===== src/rtl/irq_controller_pkg.sv =====
// Shared definitions for the interrupt controller: sequencing states and
// default vector layout.
package core_pkg;

   localparam int unsigned NUM_IRQ    = 4;
   localparam int unsigned VEC_BASE   = 32'h0000_0010;
   localparam int unsigned VEC_STRIDE = 4;

   typedef enum logic {
      IDLE,
      REQ
   } irq_state_e;

endpackage


===== src/rtl/irq_controller_prio_enc.sv =====
// Lowest-index priority encoder: reports the first set bit of req_i and
// whether any bit is set at all.
module irq_prio_enc #(
   parameter int unsigned N     = 4,
   parameter int unsigned IDX_W = 2
) (
   input  logic [N-1:0]     req,
   output logic [IDX_W-1:0] idx,
   output logic             valid
);

   always_comb begin
      idx   = '0;
      valid = 1'b0;
      for (int unsigned i = 0; i < N; i++) begin
         if (req[i] && !valid) begin
            idx   = IDX_W'(i);
            valid = 1'b1;
         end
      end
   end

endmodule


===== src/rtl/irq_controller.sv =====
// Interrupt controller: edge-latches requests, masks and prioritises them
// against the nesting state, and hands one vector at a time to the sequencer.
module irq_controller #(
   parameter int unsigned NUM_IRQ    = core_pkg::NUM_IRQ,
   parameter int unsigned PMA_SIZE   = 16,
   parameter int unsigned VEC_BASE   = core_pkg::VEC_BASE,
   parameter int unsigned VEC_STRIDE = core_pkg::VEC_STRIDE
) (
   input  logic                clk,
   input  logic                reset,
   input  logic [NUM_IRQ-1:0]  irq_in,
   input  logic                ps_idle,
   input  logic                ps_irq_ack,
   input  logic                ps_rti,
   input  logic                imask_wr_en,
   input  logic [NUM_IRQ:0]    imask_wr_data,
   output logic [NUM_IRQ-1:0]  imask,
   output logic                gie,
   output logic [NUM_IRQ-1:0]  irptl,
   output logic [NUM_IRQ-1:0]  in_service,
   output logic                irq_req,
   output logic [PMA_SIZE-1:0] irq_vec,
   output logic                irq_wake
);

   import core_pkg::*;

   localparam int unsigned IDX_W = (NUM_IRQ > 1) ? $clog2(NUM_IRQ) : 1;

   irq_state_e          state_q, state_d;
   logic [NUM_IRQ-1:0]  imask_q, imask_d;
   logic                gie_q, gie_d;
   logic [NUM_IRQ-1:0]  irptl_q, irptl_d;
   logic [NUM_IRQ-1:0]  insvc_q, insvc_d;
   logic [NUM_IRQ-1:0]  prev_q;
   logic [IDX_W-1:0]    idx_q, idx_d;
   logic [PMA_SIZE-1:0] vec_q, vec_d;
   logic                wake_q, wake_d;

   logic [NUM_IRQ-1:0]  event_w;
   logic [NUM_IRQ-1:0]  ack_bit;
   logic [NUM_IRQ-1:0]  rti_bit;
   logic [IDX_W-1:0]    cand_idx, svc_idx;
   logic                cand_valid, svc_valid;
   logic                qualify;

   irq_prio_enc #(.N(NUM_IRQ), .IDX_W(IDX_W)) u_cand_enc (
      .req   (irptl_q & imask_q),
      .idx   (cand_idx),
      .valid (cand_valid)
   );

   // Highest-priority interrupt in service: preemption threshold and RTI target.
   irq_prio_enc #(.N(NUM_IRQ), .IDX_W(IDX_W)) u_svc_enc (
      .req   (insvc_q),
      .idx   (svc_idx),
      .valid (svc_valid)
   );

   assign event_w = irq_in & ~prev_q;
   assign qualify = cand_valid && gie_q && (!svc_valid || (cand_idx < svc_idx));

   always_comb begin
      state_d = state_q;
      idx_d   = idx_q;
      vec_d   = vec_q;
      wake_d  = 1'b0;
      ack_bit = '0;
      rti_bit = '0;
      if (ps_rti && svc_valid) begin
         rti_bit[svc_idx] = 1'b1;
      end
      case (state_q)
         IDLE: begin
            if (qualify) begin
               state_d = REQ;
               idx_d   = cand_idx;
               vec_d   = PMA_SIZE'(VEC_BASE + VEC_STRIDE * 32'(cand_idx));
               wake_d  = ps_idle;
            end
         end
         REQ: begin
            if (ps_irq_ack) begin
               state_d        = IDLE;
               ack_bit[idx_q] = 1'b1;
            end
         end
         default: state_d = IDLE;
      endcase
      // A fresh edge re-latches even the bit being acknowledged this cycle.
      irptl_d = (irptl_q & ~ack_bit) | event_w;
      insvc_d = (insvc_q & ~rti_bit) | ack_bit;
      imask_d = imask_wr_en ? imask_wr_data[NUM_IRQ-1:0] : imask_q;
      gie_d   = imask_wr_en ? imask_wr_data[NUM_IRQ] : gie_q;
   end

   always_ff @(posedge clk or posedge reset) begin
      if (reset) begin
         state_q <= IDLE;
         imask_q <= '0;
         gie_q   <= 1'b0;
         irptl_q <= '0;
         insvc_q <= '0;
         prev_q  <= '0;
         idx_q   <= '0;
         vec_q   <= '0;
         wake_q  <= 1'b0;
      end else begin
         state_q <= state_d;
         imask_q <= imask_d;
         gie_q   <= gie_d;
         irptl_q <= irptl_d;
         insvc_q <= insvc_d;
         prev_q  <= irq_in;
         idx_q   <= idx_d;
         vec_q   <= vec_d;
         wake_q  <= wake_d;
      end
   end

   assign imask      = imask_q;
   assign gie        = gie_q;
   assign irptl      = irptl_q;
   assign in_service = insvc_q;
   assign irq_req    = (state_q == REQ);
   assign irq_vec    = vec_q;
   assign irq_wake   = wake_q;

endmodule


===== config.mk =====
export PLATFORM = sky130hd
export DESIGN_NAME = irq_controller
export DESIGN_NICKNAME = d
export VERILOG_FILES = /design/src/rtl/irq_controller_pkg.sv /design/src/rtl/irq_controller_prio_enc.sv /design/src/rtl/irq_controller.sv
export SDC_FILE = /design/constraint.sdc
export NUM_CORES = 1
export LEC_CHECK = 0
export BUFFER_PORTS_ARGS = -buffer_cell sky130_fd_sc_hd__buf_2
export CAP_MARGIN = 15
export CORE_MARGIN = 5
export CORE_UTILIZATION = 40
export DETAILED_ROUTE_END_ITERATION = 8
export PLACE_DENSITY = 0.69
export SLEW_MARGIN = 40
export SYNTH_ARGS = -nofsm -noshare
export SYNTH_HDL_FRONTEND = slang
export SYNTH_SLANG_ARGS = --single-unit

===== constraint.sdc =====
create_clock -name clk -period 6.2 [get_ports clk]
set_input_delay 0.62 -clock clk [delete_from_list [all_inputs] [get_ports clk]]
set_output_delay 0.62 -clock clk [all_outputs]
set_load 0.02 [all_outputs]

# Yosys cells after proc, flatten, opt, wreduce, memory -nomap -nowiden
# Index checks and enable logic that the tools add are counted.
[word_totals]
word_cells = 71
out_inout_bits = 31
inputBits = 15
ff_bits = 37
[classes]
bitwise_logic = 10
magnitude_cmp = 5
reduce_logical = 20
add_sub_neg = 1
n_mux = 26
[ops]
columns = ["operator", "n"]
rows = [
  ["$and A4 B4 Y4", 4],
  ["$mux W1", 16],
  ["$mux W4", 3],
  ["$not A4 Y4", 3],
  ["$logic_and A1 B1 Y1", 11],
  ["$mux W2", 4],
  ["$or A4 B4 Y4", 2],
  ["$logic_not A1 Y1", 7],
  ["$add A5 B4 Y6 const A", 1],
  ["$lt A2 B3 Y1 const B", 2],
  ["$demux W1 S2", 2],
  ["$ge A2 B1 Y1 const B", 2],
  ["$lt A2 B2 Y1", 1],
  ["$pmux W1 S2", 1],
  ["$reduce_and A2 Y1", 1],
  ["$logic_or A1 B1 Y1", 1],
  ["$not A1 Y1", 1],
]

# Logic depth before layout (Yosys ltp)
# Gate-level depths: netlist of run 1.
[depth]
depth_word = 18
mapped_depth = 7
ltp_nobuf = 7

# Cells and area by module
# Synthesis of run 1 repeated with hierarchy kept, for this count alone.
[unflattened]
cells_unflattened = 99
area_unflattened_um2 = 1034.7
[modules_own_cells]
columns = ["module", "n_inst", "area_each_um2", "seq_area_each_um2", "cells_per_inst"]
rows = [
  ["irq_controller", 1, 964.7, 550.5, 85],
  ["irq_prio_enc", 2, 35.0, 0.0, 7],
]

# Worst setup path before layout of run 1
# OpenSTA, ideal clock, no wires.
[synth_timing]
path_type = "register to register"
from = "reg irptl_q[3], in the netlist irptl[3]"
to = "reg vec_q[3], in the netlist irq_vec[3]"
n_path_buf = 0
setup_time_ps = 125
synth_period_minus_slack_ps = 2111
required_time_ps = 6075
stages_incl_launch_ff = 8
arrival_time_ps = 1986
path_slack_ps = 4089
cell_sequence = "dfrtp_1 a22oi_1 nor2b_1 ha_1 or2_2 o221ai_2 o311a_4 mux2_4"
[synth_via]
elab_chain_cells = 7
elab_cells_between_ends = 10
classes_between = "add/sub (1); order compare (1); mux (2); bitwise (1); reduce/logical (5)"
[synth_lines]
columns = ["element", "line_no", "text"]
rows = [
  ["start, declared", "irq_controller.sv:33", "logic [NUM_IRQ-1:0] irptl_q, irptl_d;"],
  ["start signal, assigned", "irq_controller.sv:112", "irptl_q <= irptl_d;"],
  ["$and A4 B4 Y4 (*)", "irq_controller.sv:48", ".req (irptl_q & imask_q),"],
  ["$logic_and A1 B1 Y1 (*)", "irq_controller_prio_enc.sv:16", "if (req[i] && !valid) begin"],
  ["$mux W2 (*)", "irq_controller_prio_enc.sv:16", ""],
  ["via cand_idx[1]", "irq_controller.sv:43", "logic [IDX_W-1:0] cand_idx, svc_idx;"],
  ["$lt A2 B2 Y1", "irq_controller.sv:61", "assign qualify = cand_valid && gie_q && (!svc_valid || (cand_idx < svc_idx));"],
  ["$logic_or A1 B1 Y1", "irq_controller.sv:61", ""],
  ["$logic_and A1 B1 Y1", "irq_controller.sv:61", ""],
  ["$reduce_and A2 Y1 (no source line)", "-", ""],
  ["end signal, assigned", "irq_controller.sv:116", "vec_q <= vec_d;"],
  ["end, declared", "irq_controller.sv:37", "logic [PMA_SIZE-1:0] vec_q, vec_d;"],
]
# Mark *: on every way through the listed nets, which the timed path passes. The rest lies on a longest branch.
# A chain may end at the register's enable or synchronous reset.

# Final worst setup path of run 1
# Same ends and word-level chain as after synthesis.

==> results of run 1 <==
how the worst max path moves through the flow:
stage                     slack, ps      from  cells after the start    endpoint
after floorplan                4090  irptl[3]                      7  irq_vec[3]
after global placement         4130  irptl[3]                      7  irq_vec[3]
after detailed placement       4040  irptl[3]                      7  irq_vec[3]
after CTS                      4020  irptl[3]                      7  irq_vec[3]
after global routing           3940  irptl[3]                      7  irq_vec[3]
final                          4000  irptl[3]                      7  irq_vec[3]
cell usage after synthesis:
master and count:
a21o_2 1, nand3b_1 1, o21ai_2 1, o311a_4 1, and2_1 1, nor2_1 1
nand2_1 7, mux2_2 5, nor2b_1 2, and2b_1 1, o211ai_1 1, o221ai_2 1
buf_4 13, and2_2 1, nand3_1 1, a21oi_1 2, or2b_1 1, a22oi_1 2
inv_1 7, ha_1 1, a32oi_1 1, dfrtp_1 22, conb_1 1, nand4_1 1
or4_4 1, nand4b_1 1, mux2_4 1, o2bb2ai_1 1, o21ai_0 10, or2_2 2
state kept, by name (all words and copies together) (netlist names):
| signal | count |
|---|---|
| gie | 1 |
| idx_q | 1 |
| imask | 4 |
| in_service | 4 |
| irptl | 4 |
| irq_req | 1 |
| irq_vec | 2 |
| irq_wake | 1 |
| prev_q | 4 |
critical path, delay by kind of cell, from the launching register on:
family / cells / cell delay (ps)
AOI/OAI and AO/OA: 3 / 700
DFF: 1 / 440
and+or+nand+nor: 2 / 390
muxes: 1 / 290
adders and majority gates: 1 / 250
area by class of cell:
type / count / area (um^2)
Fill cell: 243 / 1240
Sequential cell: 22 / 551
Multi-Input combinational cell: 62 / 409
Timing Repair Buffer: 32 / 160
Tap cell: 30 / 37.5
Clock inverter: 1 / 30.0
Inverter: 7 / 26.3
Clock buffer: 3 / 22.5
layer usage:
layer | wire, um | up-vias | track usage, %
met3 | 157 | 2 | 2.77
met2 | 1140 | 33 | 22.6
met4 | 2 | 0 | 2.79
met1 | 855 | 370 | 16.3
li1 | - | 363 | -
met5 | 0 | - | 0
metrics by stage:
stage / setup slack, ps / cell area, um^2 / hold slack [ps] / instances
6_report: 4000 / 1240 / 296 / 157
5_1_grt: 3940 / 1240 / 321 / 157
4_1_cts: 4020 / 1240 / 418 / 157
3_5_place_dp: 4040 / 1180 / 408 / 153
3_3_place_gp: 4130 / 1180 / 401 / 153
2_1_floorplan: 4090 / 1080 / 400 / 104
kinds of logic after synthesis:
kind of cell	count (synthesis)	share of synthesized area, %
flops	22	53.0
compound gates	21	14.8
simple gates	21	11.8
buf+inv	20	11.9
mux	6	6.87
fa+ha+maj	1	1.20
other cells	1	0.361
power groups by stage:
stage	sequential (W)	combinational [W]	clock (W)
after floorplan	0.000252	0.000125	0
after global placement	0.000218	0.000215	0
after detailed placement	0.000221	0.000219	0
after CTS	0.000218	0.000220	0.000110
after global routing	0.000225	0.000239	0.000120
final	0.000219	0.000218	0.000109
==> results.py, run 1 <==
metrics = {
    "outcome": {
        "run_status": "finished, final reports clean",
    },
    "drt": {
        "vias": 768,
        "drc": 0,
        "drt_pass1_iterations": 4,
        "totalWireLength_um": 2160,
        "ant_nets": 0,
        "wl_per_cell_um": 13.7,
        "dr.first_iter.drc_count": 21,
        "vias_per_cell": 4.89,
    },
    "power_and_ir_drop": {
        "p_sw_w": 0.000212,
        "power_w": 0.000546,
        "internal_power_w": 0.000335,
        "p_sw_share_pct": 38.7,
        "p_leak_nw": 0.632,
        "pwr-share-seq_pct": 40.2,
        "ir_drop_v": 0.000215,
        "comb_power_share_pct": 39.9,
        "power.density_nw_per_um2": 442,
        "pwr-share-clk_pct": 19.9,
    },
    "worst_setup_path": {
        "r2r_end": "irq_vec[3]",
        "slowest_delay_ps": 440,
        "ff2ff_path_depth": 7,
        "cp_cell_sequence": "a22oi_1 > nor2b_1 > ha_1 > or2_2 > o221ai_2 > o311a_4 > mux2_4",
        "crit_fanout": 4,
        "critPathSlowestCell": "dfrtp_1",
        "cp_data_arrival_time_ps": 2390,
        "r2r_setup_slack_ps": 4000,
        "path_class": "reg2reg",
        "startpoint_type": "flop",
        "required_ps": 6400,
        "end_kind": "flop",
        "reg2reg_from": "irptl[3]",
    },
    "clocking": {
        "numCtsBuffers": 3,
        "worstSkewPairLatency_ps": 310,
        "clockRootBuffer": "clkbuf_4",
        "clock_sinks": 22,
        "cts-resized-gates": 0,
        "clockBufferDepth": 2,
        "cts_max_level": 1,
        "clk_pin_slew_worst_paths_ps": 130,
        "holdBufCountCts": 0,
        "cts_tree": "done",
        "post-cts-setup-buffers": 0,
    },
    "sta": {
        "min_period_ps": 2200,
        "setup_viol": 0,
        "clock_skew_ps": 9.92,
        "finalCritPeriodShare_pct": 35.4,
        "setup_tns_ps": 0,
        "rsz0062_at_grt": "no",
        "drv_slew": 0,
        "max_freq_mhz": 455,
        "hold_viol": 0,
    },
    "grt": {
        "grt_max_degree": 23,
        "grt_pass1_vias": 771,
        "track_usage_pct": 12.9,
        "grt_pass1_wl_um": 3540,
        "antenna_found_initial": 0,
        "grt.overflow.total": 0,
    },
    "floorplan": {
        "start_util_pct": 41.9,
        "die_h_um": 61.0,
        "core_um2": 2480,
        "chipWidth_um": 61.0,
        "io_pins": 46,
        "dieArea_um2": 3720,
        "row_count": 18,
    },
    "min_path": {
        "hold_path_class": "in2async",
    },
    "final_layout": {
        "diodes": 0,
        "drive_gt1_share_pct": 40.2,
        "syn2layout_area_growth_pct": 19.0,
        "layout_common_cells": "buf_2 (32), dfrtp_1 (22), conb_1 (13)",
        "num-nets-final": 144,
        "final_common_cell": "buf_2",
        "fin_util_pct": 49.9,
    },
    "synth": {
        "yosysSeqAreaShare_pct": 53.0,
        "netlist_instances": 92,
        "syn_area_um2": 1040,
        "synth-seq-cells": 22,
        "synth_top_cell_by_area": "dfrtp_1",
        "ys_types": 30,
        "synthTopCellsByArea": "dfrtp_1 (53%), buf_4 (9.4%), mux2_2 (5.4%)",
        "yosysTopAreaCellShare_pct": 53.0,
        "ys_warn_count": 0,
        "syn_area_per_cell_um2": 11.3,
    },
    "flow_run": {
        "maxCapViolCount": 0,
    },
    "place": {
        "hpwlAfterDp_um": 1710,
        "gp_congestion": 0.805,
        "portBuffers": 32,
    },
}
Power figures use the tool's default switching activity.
==> run 2, diff against run 1 <==
- ABC_AREA: default -> 1
- PLACE_DENSITY: 0.69 -> 0.72
- clock period: 6.2 -> 1.8 ns (I/O delays scaled with it)
==> results.py, run 2 <==
metrics = {
    "outcome": {
        "run_status": "finished, final reports clean",
    },
    "synth": {
        "syn_area_per_cell_um2": 9.01,
        "yosysSeqAreaShare_pct": 51.3,
        "synthTopCellsByArea": "dfrtp_1 (51%), nand2_1 (10%), buf_4 (9.1%)",
        "syn_area_um2": 1070,
        "ys_types": 19,
        "synthSimpleGateAreaFrac_pct": 20.7,
        "synth-edff-count": 0,
        "synth_top_cell_by_area": "dfrtp_1",
        "ys_top_cells_by_count": "nand2_1 (29), dfrtp_1 (22), inv_1 (22), buf_4 (13), o21ai_0 (9)",
        "ys.flop_type": "dfrtp_1",
        "synth-seq-cells": 22,
        "muxShareOfSynthArea_pct": 4.20,
        "yosysTopAreaCellShare_pct": 51.3,
        "synthAdderAreaFrac_pct": 1.17,
        "async_flop_share_pct": 100,
        "synth_top_family_by_area": "simple AND/OR/NAND/NOR gates",
        "netlist_instances": 119,
        "ys_warn_count": 0,
        "synthXorXnorAreaFrac_pct": 0,
        "yosysMostFrequentCell": "nand2_1",
        "synth_compound_area_share_pct": 5.48,
    },
    "worst_setup_path": {
        "cp_data_arrival_time_ps": 1720,
        "required_ps": 2010,
        "cp_top_family": "simple AND/OR/NAND/NOR gates",
        "cp_cell_sequence": "nand2_1 > nand2_1 > a21oi_1 > ha_1 > nand2_1 > nand2_2 > nand2_4 > nand2_4 > nand2_1 > nand2_1",
        "crit_fanout": 5,
        "startpoint_type": "flop",
        "crit_top_cell": "nand2_1",
        "path_class": "reg2reg",
        "cp_num_buf_inv": 0,
        "slowest_delay_ps": 420,
        "critPathSlowestCell": "dfrtp_1",
        "end_kind": "flop",
    },
    "floorplan": {
        "row_count": 18,
        "chipWidth_um": 61.8,
        "core_um2": 2520,
        "die_h_um": 61.8,
        "dieArea_um2": 3820,
        "io_pins": 46,
        "start_util_pct": 42.5,
    },
    "drt": {
        "vias_per_cell": 4.50,
        "ant_nets": 0,
        "met1_length_um": 838,
        "wl_per_cell_um": 11.1,
        "drc": 0,
        "totalWireLength_um": 2100,
        "topRoutingLayerUsed": "met4",
        "drt_pass1_iterations": 4,
        "routed-wl-met2_um": 1050,
        "vias": 855,
        "met3_length_um": 182,
        "dr.first_iter.drc_count": 12,
    },
    "place": {
        "gp_congestion": 0.783,
        "dp_cells": 181,
        "postPlaceCellArea_um2": 1220,
        "portBuffers": 32,
        "hpwlAfterDp_um": 1680,
    },
    "power_and_ir_drop": {
        "power.density_nw_per_um2": 1260,
        "p_leak_nw": 0.747,
        "ir_drop_v": 0.000803,
        "power_w": 0.00165,
    },
    "clocking": {
        "cts_tree": "done",
        "clock_sinks": 22,
        "post-cts-setup-buffers": 0,
        "cts-resized-gates": 0,
        "cts_max_level": 1,
        "clockRootBuffer": "clkbuf_4",
        "clk_pin_slew_worst_paths_ps": 110,
        "clockBufferDepth": 2,
        "numCtsBuffers": 3,
        "holdBufCountCts": 5,
        "worstSkewPairLatency_ps": 300,
    },
    "sta": {
        "setup_tns_ps": 0,
        "drv_slew": 0,
        "hold_viol": 0,
        "finalCritPeriodShare_pct": 84.0,
        "clock_skew_ps": 1.37,
        "rsz0062_at_grt": "no",
        "setup_viol": 0,
        "min_period_ps": 1510,
        "max_freq_mhz": 661,
    },
    "final_layout": {
        "num-fill-cells": 250,
        "num-nets-final": 177,
        "multi_input_area_um2": 387,
        "fin_util_pct": 52.0,
        "diodes": 0,
        "syn2layout_area_growth_pct": 22.3,
        "seqCellArea_um2": 551,
        "drive_gt1_share_pct": 30.0,
        "final_common_cell": "buf_2",
        "layout_common_cells": "buf_2 (32), nand2_1 (29), inv_1 (22), dfrtp_1 (22), conb_1 (13)",
        "finish.instance_area_um2": 1310,
        "stdcell_count": 190,
    },
    "flow_run": {
        "maxCapViolCount": 0,
    },
    "grt": {
        "grt_pass1_vias": 786,
        "antenna_found_initial": 0,
        "grt.overflow.total": 0,
        "track_usage_pct": 12.0,
        "grt_max_degree": 23,
        "grt_pass1_wl_um": 3310,
    },
    "min_path": {
        "hold_path_class": "in2reg",
    },
}
==> run 2: final cells by class <==
class | count | share of cell area, %
inverters | 22 | 6.30
well taps | 30 | 2.86
clock buffers | 4 | 2.77
repair buffers | 38 | 16.6
flip-flops and latches | 22 | 42.0
multi-input cells | 74 | 29.5
==> run 2: metal layers <==
metal,global-route usage [%],vias to the layer above
met3,3.31,4
met4,6.06,0
li1,-,422
met5,0,-
met2,19.3,38
met1,14.8,391
==> run 2: metrics by stage <==
| step | setup WS [ps] | hold slack, ps |
|---|---|---|
| after global placement | 302 | 217 |
| final | 288 | 49.2 |
| after global routing | 175 | 21.8 |
| after floorplan | 318 | 169 |
| after detailed placement | 291 | 244 |
| after CTS | 272 | 36.1 |
==> run 2: cells by family (layout without fill, tap and decap cells) <==
group,count (synthesis),after routing
mux,4,4
fa+ha+maj,1,1
buf+inv,35,64
other cells,1,13
flops,22,22
simple gates,45,45
compound gates,11,11
==> run 2: final timing paths <==
check	startpoint	end	slack [ps]	cells after the start
setup / recovery	imask[0]	irq_vec[3]	290	10
hold / removal	ps_irq_ack	irq_req	50	2
setup reg to reg	imask[0]	irq_vec[3]	290	10
hold reg to reg	prev_q[3]	irptl[3]	430	1
max in group asynchronous	reset	in_service[2]	1110	4
min in group asynchronous	reset	irptl[0]	470	4
==> run 2: report_power, final <==
part / leakage (nW) / total (W) / switching [W] / internal (W)
Clock: 0.0210 / 0.000266 / 0.000142 / 0.000123
Combinational: 0.468 / 0.000690 / 0.000450 / 0.000240
Sequential: 0.258 / 0.000699 / 0.000102 / 0.000596
==> run 2: worst reg2reg max path, cell delays in order (launching register included) <==
cell and delay [ps]:
dfrtp_1 420, nand2_1 100, nand2_1 70, a21oi_1 190, ha_1 260, nand2_1 80, nand2_2 60, nand2_4 70
nand2_4 60, nand2_1 60, nand2_1 40
==> run 3, diff against run 2 <==
- ABC_AREA: 1 -> 0
- PLACE_DENSITY: 0.72 -> 0.69
- clock period: 1.8 -> 1.5 ns (I/O delays scaled with it)
==> results.py, run 3 (same netlist as run 1, synthesis figures left out) <==
metrics = {
    "outcome": {
        "run_status": "complete, but fails checks",
        "violations": "setup timing",
    },
    "worst_setup_path": {
        "reg2reg_from": "imask[0]",
        "r2r_end": "irq_vec[4]",
        "startpoint_type": "flop",
        "end_kind": "flop",
        "r2r_setup_slack_ps": -490,
        "cp_data_arrival_time_ps": 2190,
        "path_class": "reg2reg",
        "crit_start": "imask[0]",
        "crit_fanout": 3,
        "ff2ff_path_depth": 7,
        "crit_end": "irq_vec[4]",
        "required_ps": 1700,
    },
    "floorplan": {
        "io_pins": 46,
        "die_h_um": 61.0,
        "chipWidth_um": 61.0,
        "row_count": 18,
        "core_um2": 2480,
        "start_util_pct": 41.9,
        "dieArea_um2": 3720,
    },
    "power_and_ir_drop": {
        "p_sw_w": 0.00104,
        "power.density_nw_per_um2": 1830,
        "internal_power_w": 0.00177,
        "comb_power_share_pct": 53.2,
        "p_sw_share_pct": 37.0,
        "pwr-share-seq_pct": 30.7,
        "p_leak_nw": 0.783,
        "pwr-share-clk_pct": 16.1,
        "ir_drop_v": 0.00108,
    },
    "final_layout": {
        "syn2layout_area_growth_pct": 48.0,
        "layout_common_cells": "buf_2 (32), buf_4 (25), dfrtp_1 (14)",
        "num-nets-final": 175,
        "diodes": 0,
        "num-fill-cells": 205,
        "drive_gt1_share_pct": 55.7,
        "final_common_cell": "buf_2",
    },
    "place": {
        "dp_slack_ps": -452,
        "gp_congestion": 0.784,
        "portBuffers": 32,
        "hpwlAfterDp_um": 1930,
    },
    "flow_run": {
        "maxCapViolCount": 0,
    },
    "sta": {
        "min_period_ps": 1990,
        "finalCritPeriodShare_pct": 133,
        "fin_ws_ps": -493,
        "hold_viol": 0,
        "drv_slew": 0,
        "setup_viol": 5,
        "hold_slack_ps": 46.4,
        "clock_skew_ps": 6.42,
        "max_freq_mhz": 502,
        "rsz0062_at_grt": "yes",
    },
    "grt": {
        "grt_pass1_wl_um": 4200,
        "grt_max_degree": 23,
        "antenna_found_initial": 0,
        "grt_pass1_vias": 932,
        "track_usage_pct": 15.1,
        "grt.overflow.total": 0,
    },
    "drt": {
        "totalWireLength_um": 2520,
        "wl_per_cell_um": 13.4,
        "drt_pass1_iterations": 3,
        "vias_per_cell": 4.72,
        "ant_nets": 0,
        "vias": 888,
        "drc": 0,
        "dr.first_iter.drc_count": 10,
    },
    "clocking": {
        "clockBufferDepth": 2,
        "numCtsBuffers": 3,
        "clk_pin_slew_worst_paths_ps": 130,
        "clockRootBuffer": "clkbuf_4",
        "cts_max_level": 1,
        "cts_tree": "done",
        "worstSkewPairLatency_ps": 310,
        "clock_sinks": 22,
    },
    "min_path": {
        "hold_path_class": "in2reg",
    },
}
## run 3: cell types whose count changed in the layout (fill, tap and decap cells not counted), moves of 2 or more
cell / previous run / this run
buf_4: 1 / 25
nand2_1: 29 / 7
inv_1: 22 / 7
dfrtp_1: 22 / 14
dfrtp_2: 0 / 8
nor4_1: 4 / 0
nand2_4: 2 / 0
nand3_1: 3 / 1
## run 3: how the worst min path moves through the flow
| stage | end | start | cells after the start |
|---|---|---|---|
| 2_1_floorplan | gie | reset | 1 |
| 3_3_place_gp | prev_q[3] | reset | 3 |
| 3_5_place_dp | prev_q[3] | reset | 3 |
| 4_1_cts | irq_wake | ps_idle | 2 |
| 5_1_grt | irq_wake | ps_idle | 2 |
| 6_report | irq_wake | ps_idle | 2 |
## run 3: routing by layer
metal / routed length [um] / track usage, % / share of wire [%]
met5: 0 / 0 / 0
met4: 15 / 4.64 / 0.60
met3: 146 / 2.98 / 5.8
met2: 1260 / 24.9 / 50
met1: 1090 / 20.0 / 43
## run 3: area by class of cell
class | count | area [um^2] | share of cell area [%]
clock buffers | 3 | 22.5 | 1.47
multi-input cells | 62 | 450 | 29.3
flip-flops and latches | 22 | 561 | 36.5
well taps | 30 | 37.5 | 2.44
repair buffers | 63 | 409 | 26.6
clock inverters | 1 | 30.0 | 1.95
inverters | 7 | 26.3 | 1.71
## run 3: worst max-delay path, stage by stage, from the launching register on
cell and delay, ps:
dfrtp_2 430, a22oi_1 230, nor2b_4 220, ha_4 170, o21ai_2 70, o311a_4 360
buf_4 140, or2_2 260
## run 3: per-stage QoR
stage	setup TNS [ps]	utilization (%)	power (W)	instance area (um^2)	instances
detailed placement	-1640	55.2	0.00215	1370	173
finish	-2110	62.0	0.00281	1540	188
global placement	-1330	55.2	0.00211	1370	173
global route	-2390	62.0	0.00297	1540	188
CTS	-1740	61.0	0.00274	1510	185
floorplan	-1400	-	0.00163	1120	104
## run 3: power by group through the flow
stage / Sequential [W] / Clock [W] / Combinational (W)
after floorplan: 0.00106 / 0 / 0.000569
after global placement: 0.000861 / 0 / 0.00125
after detailed placement: 0.000868 / 0 / 0.00129
after CTS: 0.000856 / 0.000459 / 0.00142
after global routing: 0.000887 / 0.000484 / 0.00160
final: 0.000862 / 0.000451 / 0.00149
## run 3: timing repair
item | CTS | global route
pin swaps | 2 | 3
hold buffers | 5 | 0
hold endpoints to repair | 26 | 0
gates resized for setup | 3 | 2
setup buffers | 3 | 4
setup endpoints to repair | 5 | 5
